$ cat src/rtl/alu_pkg.sv
// Shared opcodes, FSM state encoding and flag bundle for the sequential ALU.
package alu_pkg;

  typedef logic [2:0] op_t;

  localparam op_t OP_ADD = 3'd0;
  localparam op_t OP_SUB = 3'd1;
  localparam op_t OP_AND = 3'd2;
  localparam op_t OP_OR  = 3'd3;
  localparam op_t OP_XOR = 3'd4;
  localparam op_t OP_LSH = 3'd5;
  localparam op_t OP_RSH = 3'd6;
  localparam op_t OP_ASR = 3'd7;

  typedef enum logic [1:0] {
    ST_IDLE,
    ST_SHIFT,
    ST_DONE
  } state_t;

  typedef struct packed {
    logic carry;
    logic overflow;
    logic zero;
    logic negative;
  } flags_t;

  function automatic logic is_shift(input op_t op);
    return op >= OP_LSH;
  endfunction

endpackage

$ cat src/rtl/alu_if.sv
// Request/result handshake bundle between the register file side and writeback.
interface alu_if #(
  parameter int WIDTH = 8
);
  logic             in_valid;
  logic             in_ready;
  logic [2:0]       op;
  logic [WIDTH-1:0] in1;
  logic [WIDTH-1:0] in2;
  logic             out_valid;
  logic             out_ready;
  logic [WIDTH-1:0] out;
  logic             carry;
  logic             overflow;
  logic             zero;
  logic             negative;
  logic             busy;

  modport master (
    output in_valid, op, in1, in2, out_ready,
    input  in_ready, out_valid, out, carry, overflow, zero, negative, busy
  );

  modport slave (
    input  in_valid, op, in1, in2, out_ready,
    output in_ready, out_valid, out, carry, overflow, zero, negative, busy
  );
endinterface

$ cat src/rtl/alu_arith_core.sv
// Combinational add/sub/logic unit; shift opcodes are handled by the caller.
module alu_arith_core
  import alu_pkg::*;
#(
  parameter int WIDTH = 8
) (
  input  op_t              op,
  input  logic [WIDTH-1:0] a,
  input  logic [WIDTH-1:0] b,
  output logic [WIDTH-1:0] result,
  output logic             carry,
  output logic             overflow
);

  logic [WIDTH:0] sum;
  logic [WIDTH:0] diff;

  assign sum  = {1'b0, a} + {1'b0, b};
  // The extra top bit of the difference is the unsigned borrow.
  assign diff = {1'b0, a} - {1'b0, b};

  always_comb begin
    // NOTE: every output gets a default first so no path through the case infers a latch.
    result   = '0;
    carry    = 1'b0;
    overflow = 1'b0;
    case (op)
      OP_ADD: begin
        {carry, result} = sum;
        overflow = (a[WIDTH-1] == b[WIDTH-1]) && (sum[WIDTH-1] != a[WIDTH-1]);
      end
      OP_SUB: begin
        {carry, result} = diff;
        overflow = (a[WIDTH-1] != b[WIDTH-1]) && (diff[WIDTH-1] != a[WIDTH-1]);
      end
      OP_AND:  result = a & b;
      OP_OR:   result = a | b;
      OP_XOR:  result = a ^ b;
      default: ;
    endcase
  end

endmodule

$ cat src/rtl/alu_seq_core.sv
// Handshaked ALU: single-cycle arithmetic/logic, bit-serial shifts, registered result and flags.
module alu_seq_core
  import alu_pkg::*;
#(
  parameter int WIDTH = 8
) (
  input logic  clk,
  input logic  reset,
  alu_if.slave bus
);

  localparam int SHW = $clog2(WIDTH + 1);

  state_t           state;
  op_t              op_q;
  logic [WIDTH-1:0] acc;
  logic [SHW-1:0]   cnt;
  logic [WIDTH-1:0] out_q;
  flags_t           flags_q;

  logic [WIDTH-1:0] arith_res;
  logic             arith_carry;
  logic             arith_ovf;
  logic [SHW-1:0]   k_in;
  logic [WIDTH-1:0] acc_next;
  logic             bit_out;

  alu_arith_core #(.WIDTH(WIDTH)) u_arith (
    .op       (bus.op),
    .a        (bus.in1),
    .b        (bus.in2),
    .result   (arith_res),
    .carry    (arith_carry),
    .overflow (arith_ovf)
  );

  function automatic flags_t result_flags(input logic [WIDTH-1:0] v, input logic c, input logic o);
    return flags_t'{carry: c, overflow: o, zero: (v == '0), negative: v[WIDTH-1]};
  endfunction

  // Oversized shift amounts saturate at WIDTH steps.
  assign k_in = (bus.in2 >= WIDTH'(WIDTH)) ? SHW'(WIDTH) : bus.in2[SHW-1:0];

  always_comb begin
    acc_next = acc;
    bit_out  = 1'b0;
    case (op_q)
      OP_LSH:  {bit_out, acc_next} = {acc, 1'b0};
      OP_RSH:  {acc_next, bit_out} = {1'b0, acc};
      OP_ASR:  {acc_next, bit_out} = {acc[WIDTH-1], acc};
      default: ;
    endcase
  end

  // NOTE: all state uses non-blocking assignments so every register samples pre-edge values.
  always_ff @(posedge clk) begin
    if (reset) begin
      state   <= ST_IDLE;
      op_q    <= OP_ADD;
      acc     <= '0;
      cnt     <= '0;
      out_q   <= '0;
      flags_q <= '0;
    end else begin
      case (state)
        ST_IDLE: begin
          if (bus.in_valid) begin
            if (!is_shift(bus.op)) begin
              out_q   <= arith_res;
              flags_q <= result_flags(arith_res, arith_carry, arith_ovf);
              state   <= ST_DONE;
            end else if (k_in == '0) begin
              out_q   <= bus.in1;
              flags_q <= result_flags(bus.in1, 1'b0, 1'b0);
              state   <= ST_DONE;
            end else begin
              acc   <= bus.in1;
              cnt   <= k_in;
              op_q  <= bus.op;
              state <= ST_SHIFT;
            end
          end
        end
        ST_SHIFT: begin
          acc <= acc_next;
          cnt <= cnt - SHW'(1);
          // The result only becomes visible once the last step is taken.
          if (cnt == SHW'(1)) begin
            out_q   <= acc_next;
            flags_q <= result_flags(acc_next, bit_out, 1'b0);
            state   <= ST_DONE;
          end
        end
        ST_DONE: begin
          if (bus.out_ready) begin
            out_q   <= '0;
            flags_q <= '0;
            state   <= ST_IDLE;
          end
        end
        default: state <= ST_IDLE;
      endcase
    end
  end

  assign bus.in_ready  = (state == ST_IDLE);
  assign bus.busy      = (state != ST_IDLE);
  assign bus.out_valid = (state == ST_DONE);
  assign bus.out       = out_q;
  assign bus.carry     = flags_q.carry;
  assign bus.overflow  = flags_q.overflow;
  assign bus.zero      = flags_q.zero;
  assign bus.negative  = flags_q.negative;

endmodule

$ cat src/flat_wrapper.sv
// flat-port wrapper written by rule: the top's interface ports become plain ports
module alu_seq_core_flat import alu_pkg::*;
#(
  parameter int WIDTH = 8
)
  (clk, reset, bus_in_valid, bus_op, bus_in1, bus_in2, bus_out_ready, bus_in_ready, bus_out_valid, bus_out, bus_carry, bus_overflow, bus_zero, bus_negative, bus_busy);
  alu_if #(.WIDTH(WIDTH)) bus_i ();
  input logic clk;
  input logic reset;
  input wire logic [$bits(bus_i.in_valid)-1:0] bus_in_valid;
  input wire logic [$bits(bus_i.op)-1:0] bus_op;
  input wire logic [$bits(bus_i.in1)-1:0] bus_in1;
  input wire logic [$bits(bus_i.in2)-1:0] bus_in2;
  input wire logic [$bits(bus_i.out_ready)-1:0] bus_out_ready;
  output wire logic [$bits(bus_i.in_ready)-1:0] bus_in_ready;
  output wire logic [$bits(bus_i.out_valid)-1:0] bus_out_valid;
  output wire logic [$bits(bus_i.out)-1:0] bus_out;
  output wire logic [$bits(bus_i.carry)-1:0] bus_carry;
  output wire logic [$bits(bus_i.overflow)-1:0] bus_overflow;
  output wire logic [$bits(bus_i.zero)-1:0] bus_zero;
  output wire logic [$bits(bus_i.negative)-1:0] bus_negative;
  output wire logic [$bits(bus_i.busy)-1:0] bus_busy;
  assign bus_i.in_valid = bus_in_valid;
  assign bus_i.op = bus_op;
  assign bus_i.in1 = bus_in1;
  assign bus_i.in2 = bus_in2;
  assign bus_i.out_ready = bus_out_ready;
  assign bus_in_ready = bus_i.in_ready;
  assign bus_out_valid = bus_i.out_valid;
  assign bus_out = bus_i.out;
  assign bus_carry = bus_i.carry;
  assign bus_overflow = bus_i.overflow;
  assign bus_zero = bus_i.zero;
  assign bus_negative = bus_i.negative;
  assign bus_busy = bus_i.busy;
  alu_seq_core #(.WIDTH(WIDTH)) u_core (.clk(clk), .reset(reset), .bus(bus_i));
endmodule
$ cat config.mk
export PLATFORM = sky130hd
export DESIGN_NAME = alu_seq_core_flat
export DESIGN_NICKNAME = d
export VERILOG_FILES = /design/src/rtl/alu_pkg.sv /design/src/rtl/alu_if.sv /design/src/rtl/alu_arith_core.sv /design/src/rtl/alu_seq_core.sv /design/src/flat_wrapper.sv
export SDC_FILE = /design/constraint.sdc
export NUM_CORES = 1
export LEC_CHECK = 0
export CORE_ASPECT_RATIO = 0.9
export CORE_MARGIN = 8
export CORE_UTILIZATION = 30
export DETAILED_ROUTE_END_ITERATION = 8
export PLACE_DENSITY = 0.51
export SLEW_MARGIN = 5
export SYNTH_ARGS = -nofsm -noshare
export SYNTH_HDL_FRONTEND = slang
export SYNTH_SLANG_ARGS = --single-unit
$ cat constraint.sdc
create_clock -name clk -period 7.9 [get_ports clk]
set_input_delay 1.58 -clock clk [delete_from_list [all_inputs] [get_ports clk]]
set_output_delay 1.58 -clock clk [all_outputs]
set_load 0.02 [all_outputs]
==> results of run 1 <==
==> power breakdown <==
group          internal, W  total [W]  switching (W)
Clock            0.0000343  0.0000796      0.0000453
Sequential        0.000159   0.000176      0.0000164
Combinational     0.000107   0.000259       0.000152
Total             0.000300   0.000514       0.000214
==> layout by cell type (no fill, tap or decap), types with 3 or more instances in the layout <==
cell             instances
nand3_1                  7
o21ai_0                 13
nor3_1                  13
dfxtp_1                 28
a21oi_1                 30
mux2i_1                 12
o21bai_1                 4
a22oi_1                  6
nand2_1                 25
and3_1                   3
a32oi_1                  3
nor2_1                  45
o21ai_1                 10
nand2b_1                 3
a211oi_1                14
nor4_1                   8
a22o_1                   3
a31oi_1                  5
ha_1                    29
a21o_1                   6
o22ai_1                 13
clkdlybuf4s50_1         37
nor2b_1                  6
inv_1                   32
clkbuf_8                 3
a211o_1                  4
or2_1                    3
nand3b_1                 6
==> worst max-delay path: stages <==
cell and delay (ps):
clkdlybuf4s50_1 700, inv_1 140, ha_1 350, o21ba_1 230, or4_4 460, a2111oi_4 380
a211oi_1 100, xor2_1 210, a2111o_1 430, o22ai_2 80
==> layout make-up <==
| type | count | area, um^2 |
|---|---|---|
| clock buffer | 3 | 41.3 |
| fill | 1073 | 6200 |
| inverter | 34 | 128 |
| multi-input combinational | 313 | 2140 |
| sequential | 28 | 561 |
| tap | 126 | 158 |
| timing repair buffer | 39 | 385 |
==> metal layers <==
| layer | up-vias | wire [um] |
|---|---|---|
| li1 | 1501 | - |
| met1 | 1416 | 4790 |
| met2 | 124 | 4010 |
| met3 | 6 | 712 |
| met4 | 0 | 64 |
| met5 | - | 0 |
==> worst min path at each step <==
stage / from / endpoint / slack, ps / cells after the start
finish: u_core.bus.out[4] / u_core.bus.out[4] / 510 / 2
global route: u_core.bus.out[4] / u_core.bus.out[4] / 530 / 2
global placement: u_core.bus.out[0] / u_core.bus.out[0] / 490 / 2
CTS: u_core.bus.out[4] / u_core.bus.out[4] / 510 / 2
floorplan: u_core.cnt[3] / u_core.cnt[3] / 480 / 2
detailed placement: u_core.bus.out[1] / u_core.bus.out[1] / 480 / 2
==> flip-flops by register name, indices dropped and copies added, names as in the netlist <==
signal / cells
u_core.state: 2
u_core.bus.out: 7
u_core.bus.negative: 1
u_core.cnt: 4
u_core.bus.carry: 1
u_core.op_q: 3
u_core.acc: 8
u_core.bus.overflow: 1
u_core.bus.zero: 1
==> kinds of logic after synthesis <==
kind of cell / count (synthesis)
buffers and inverters: 60
AO/OA/AOI/OAI: 138
XOR/XNOR: 4
multiplexers: 12
AND/OR/NAND/NOR: 128
flip-flops: 28
adder cells (fa/ha/maj): 31
==> per-stage QoR <==
step | cell area [um^2] | power [W] | hold slack, ps
6_report | 3410 | 0.000514 | 507
5_1_grt | 3410 | 0.000553 | 534
4_1_cts | 3410 | 0.000515 | 507
3_5_place_dp | 3370 | 0.000435 | 483
3_3_place_gp | 3370 | 0.000434 | 494
2_1_floorplan | 2940 | 0.000347 | 479
==> metrics, run 1 <==
crit path capture type flop; n_diodes 0; Worst-path clk slew 90 ps; Tightest Pin Transition 878 ps; worst vdd ir 0.0919 mV; Core Area 9610 um^2; Post-synth top cells 45 x nor2_1, 32 x inv_1, 30 x a21oi_1, 29 x ha_1, 28 x dfxtp_1; Primary FF master, synth dfxtp_1; fraction of registers with async set/reset 0%; final core occ 35.5%; number of antenna violations at the first check in global routing 0; CTS tree built; met2 Use GR 21.6%; clk_lat worst skew 280 ps; RePlAce Congestion 0.884; initial core utilization 30.6%; static leakage 1.30 nW; synthesized area per cell 7.34 um^2; total setup buffers inserted after CTS 0; cts bufs inserted 3; XOR/XNOR share of the synthesized area 1.19%; Via Count 3047; Startpoint Class primary input; final worst slack 3440 ps; Layout Skew 6.22 ps; Post-Synthesis Cells 401; Data required, critical path 8110 ps; die height 110 um; Synth Register Bits 28; Area growth syn-to-layout 16.1%; worst hold path class reg2reg; Max-slew headroom 41.3%; remaining antenna violation count 0; RSZ-0062 raised after global routing no; syn_nets 455; CP Capture Point u_core.bus.zero; met1 global-route usage 21.4%; 1st-iter DRT viols 288; adder-cell area share of the yosys netlist 13.7%; first-pass GRT wire length 15600 um; mux contribution to synthesized area 4.08%; Final TNS setup 0 ps; CTS resizes 0; GRT overflow 0; ratio of cells with drive above 1 in the final layout 2.64%; cells taking the most area after synthesis dfxtp_1 19%, ha_1 12%, nor2_1 5.7%, a21oi_1 5.1%, mux2i_1 4.1%; depth of the most critical reg-to-reg path 8; Seq/Total Area, Yosys 19.1%; # port buffers 37; First-pass DRT Iterations 5; final wirelength 9580 um; DP Worst Slack 3180 ps; Final Critical Period 4460 ps; most numerous cell in the Yosys netlist nor2_1; nets 473; Crit Reg-Reg Startpoint u_core.state[0]; Synth Area in Compound Gates 32.6%; mapped cell area 2940 um^2; DRC Markers 0; wire per inst 17.6 um; Final period util 56.5%; GR Util met3 2.72%; clk sinks 28; WS Path Type in2reg; Simple-Gate Fraction of Synth Area 21.2%; Die Width 120 um; Yosys cell types 64; EDFF count, synth 0; area share of the largest cell type after synthesis 19.1%; Worst EP arrival 4670 ps; Total Routing Usage GR 14.4%; outcome completed; standard-cell rows 34; die footprint 13200 um^2; Pwr Density 151 nW/um^2; Worst Setup SP bus_in1[1]; largest family of logic cells by synthesized area compound AO/OA/AOI/OAI gates; GR peak layer met2; DR vias/cell 5.61; fmax 224 MHz; Non-Filler Instances 543; CP Max Fanout 7; H-tree depth 1; final setup violation count 0; worst flop-to-flop path endpoint u_core.bus.zero; vias in the first global route 2899; Final Hold Vio Count 0; largest net degree at the start of global routing 30; CTS root buf clkbuf_8; fin. max-slew vios 0; YS warnings 0; Ports 38; CTS max path bufs 2; reg-to-reg slack, setup 5070 ps; CTS Hold Buffers Added 0; maxcap violations 0; dpl cells 540; hpwl dp 7360 um; area leader, netlist dfxtp_1
(Power assumes the default switching activity.)
==> run 2: changes to the inputs <==
==> constraint.sdc (replaced) <==
create_clock -name clk -period 4.35 [get_ports clk]
set_input_delay 0.87 -clock clk [delete_from_list [all_inputs] [get_ports clk]]
set_output_delay 0.87 -clock clk [all_outputs]
set_load 0.02 [all_outputs]
==> run 2 against run 1 <==
Sequential cell count did not move; non-clock buffer count is 8 higher; sequential power grew 81%; final area increased by 2.6%; global-route usage decreased by 0.26 points; worst setup slack got worse by 2600 ps; sequential share of layout area decreased by 0.42 points; via count up 1.8%; clock skew grew 2.7 ps; hold slack barely moved; power increased by 96%; combinational power is 84% higher.
==> metrics, run 2 (synthesis gave the netlist of run 1 again) <==
outcome completed; static leakage 1.35 nW; DR vias/cell 5.62; final wirelength 9560 um; H-tree depth 1; final setup violation count 0; clk sinks 28; DRC Markers 0; worst hold path class reg2reg; Final TNS setup 0 ps; Core Area 9610 um^2; Startpoint Class primary input; CTS root buf clkbuf_8; fmax 281 MHz; wire per inst 17.3 um; 1st-iter DRT viols 268; RSZ-0062 raised after global routing no; Worst EP arrival 3770 ps; vias in the first global route 2825; Layout Skew 8.88 ps; dpl cells 548; Via Count 3101; Final Critical Period 3560 ps; fin. max-slew vios 0; CP Max Fanout 12; ratio of cells with drive above 1 in the final layout 4.69%; clk_lat worst skew 280 ps; Pwr Density 288 nW/um^2; Final period util 81.9%; Worst-path clk slew 110 ps; Tightest Pin Transition 660 ps; Data required, critical path 4560 ps; CTS resizes 0; number of antenna violations at the first check in global routing 0; worst vdd ir 0.173 mV; most common cell after layout, fill and taps aside nor2_1; most frequent cells in the layout 45 x nor2_1, 37 x clkdlybuf4s50_1, 32 x inv_1; # port buffers 37; final hold slack 507 ps; Die Width 120 um; Final Hold Vio Count 0; crit path capture type flop; RePlAce Congestion 0.912; overall power 0.00101 W; Ports 38; First-pass DRT Iterations 5; total setup buffers inserted after CTS 0; initial core utilization 30.6%; largest net degree at the start of global routing 30; standard-cell rows 34; CTS max path bufs 2; GRT overflow 0; cts bufs inserted 3; first-pass GRT wire length 15200 um; CTS Hold Buffers Added 0; number of flip-flops in the largest register 8; Max-slew headroom 55.8%; Total Routing Usage GR 14.2%; nets 481; Biggest register u_core.acc; remaining antenna violation count 0; WS Path Type in2reg; CTS tree built; n_diodes 0; die height 110 um; die footprint 13200 um^2; Area growth syn-to-layout 19.1%; hpwl dp 7380 um; maxcap violations 0; Non-Filler Instances 552
[run 2: cell types whose count changed in the layout (fill, tap and decap cells not counted)]
cell       delta
bufinv_16     +1
buf_4         +8
[run 2: final cells by class]
cell class / count / area (um^2)
Multi-Input combinational cell: 313 / 2140
Tap cell: 126 / 158
Clock buffer: 3 / 41.3
Fill cell: 1044 / 6110
Sequential cell: 28 / 561
Clock inverter: 1 / 30.0
Timing Repair Buffer: 47 / 445
Inverter: 34 / 128
[run 2: through the flow]
| stage | utilization, % | setup slack [ps] | cell area, um^2 |
|---|---|---|---|
| finish | 36.5 | 789 | 3500 |
| global route | 36.5 | 583 | 3500 |
| CTS | 36.5 | 832 | 3500 |
| detailed placement | 35.7 | 554 | 3430 |
| global placement | 35.7 | 605 | 3430 |
| floorplan | - | 1340 | 2940 |
[run 2: path summary, 6_finish.rpt]
kind / slack, ps / cells after the start / to / start
worst min-delay path: 510 / 2 / u_core.bus.carry / u_core.bus.carry
worst min register to register: 510 / 2 / u_core.bus.carry / u_core.bus.carry
worst max-delay path: 790 / 10 / u_core.bus.out[5] / bus_in1[4]
worst max register to register: 1800 / 7 / u_core.bus.negative / u_core.state[0]
[run 2: report_power, final]
part | internal (W) | leakage (nW) | total, W | switching (W)
clock network | 0.000123 | 0.0357 | 0.000212 | 0.0000889
logic | 0.000200 | 1.09 | 0.000477 | 0.000277
registers | 0.000289 | 0.229 | 0.000319 | 0.0000293
total | 0.000613 | 1.35 | 0.00101 | 0.000395
[run 2: critical path: stages]
cell             delay (ps)
clkdlybuf4s50_1         620
inv_1                    70
ha_1                    490
inv_1                   150
a221oi_2                430
nand2_1                 130
a2111oi_0               590
a211o_1                 190
a21oi_1                  70
nor3_1                  170
[run 2: layer usage]
metal	vias to the layer above	share of wire [%]	global-route usage [%]
met3	10	6.5	2.98
li1	1524	-	-
met4	0	0.99	2.67
met2	108	41	21.0
met5	-	0	0
met1	1459	52	20.6
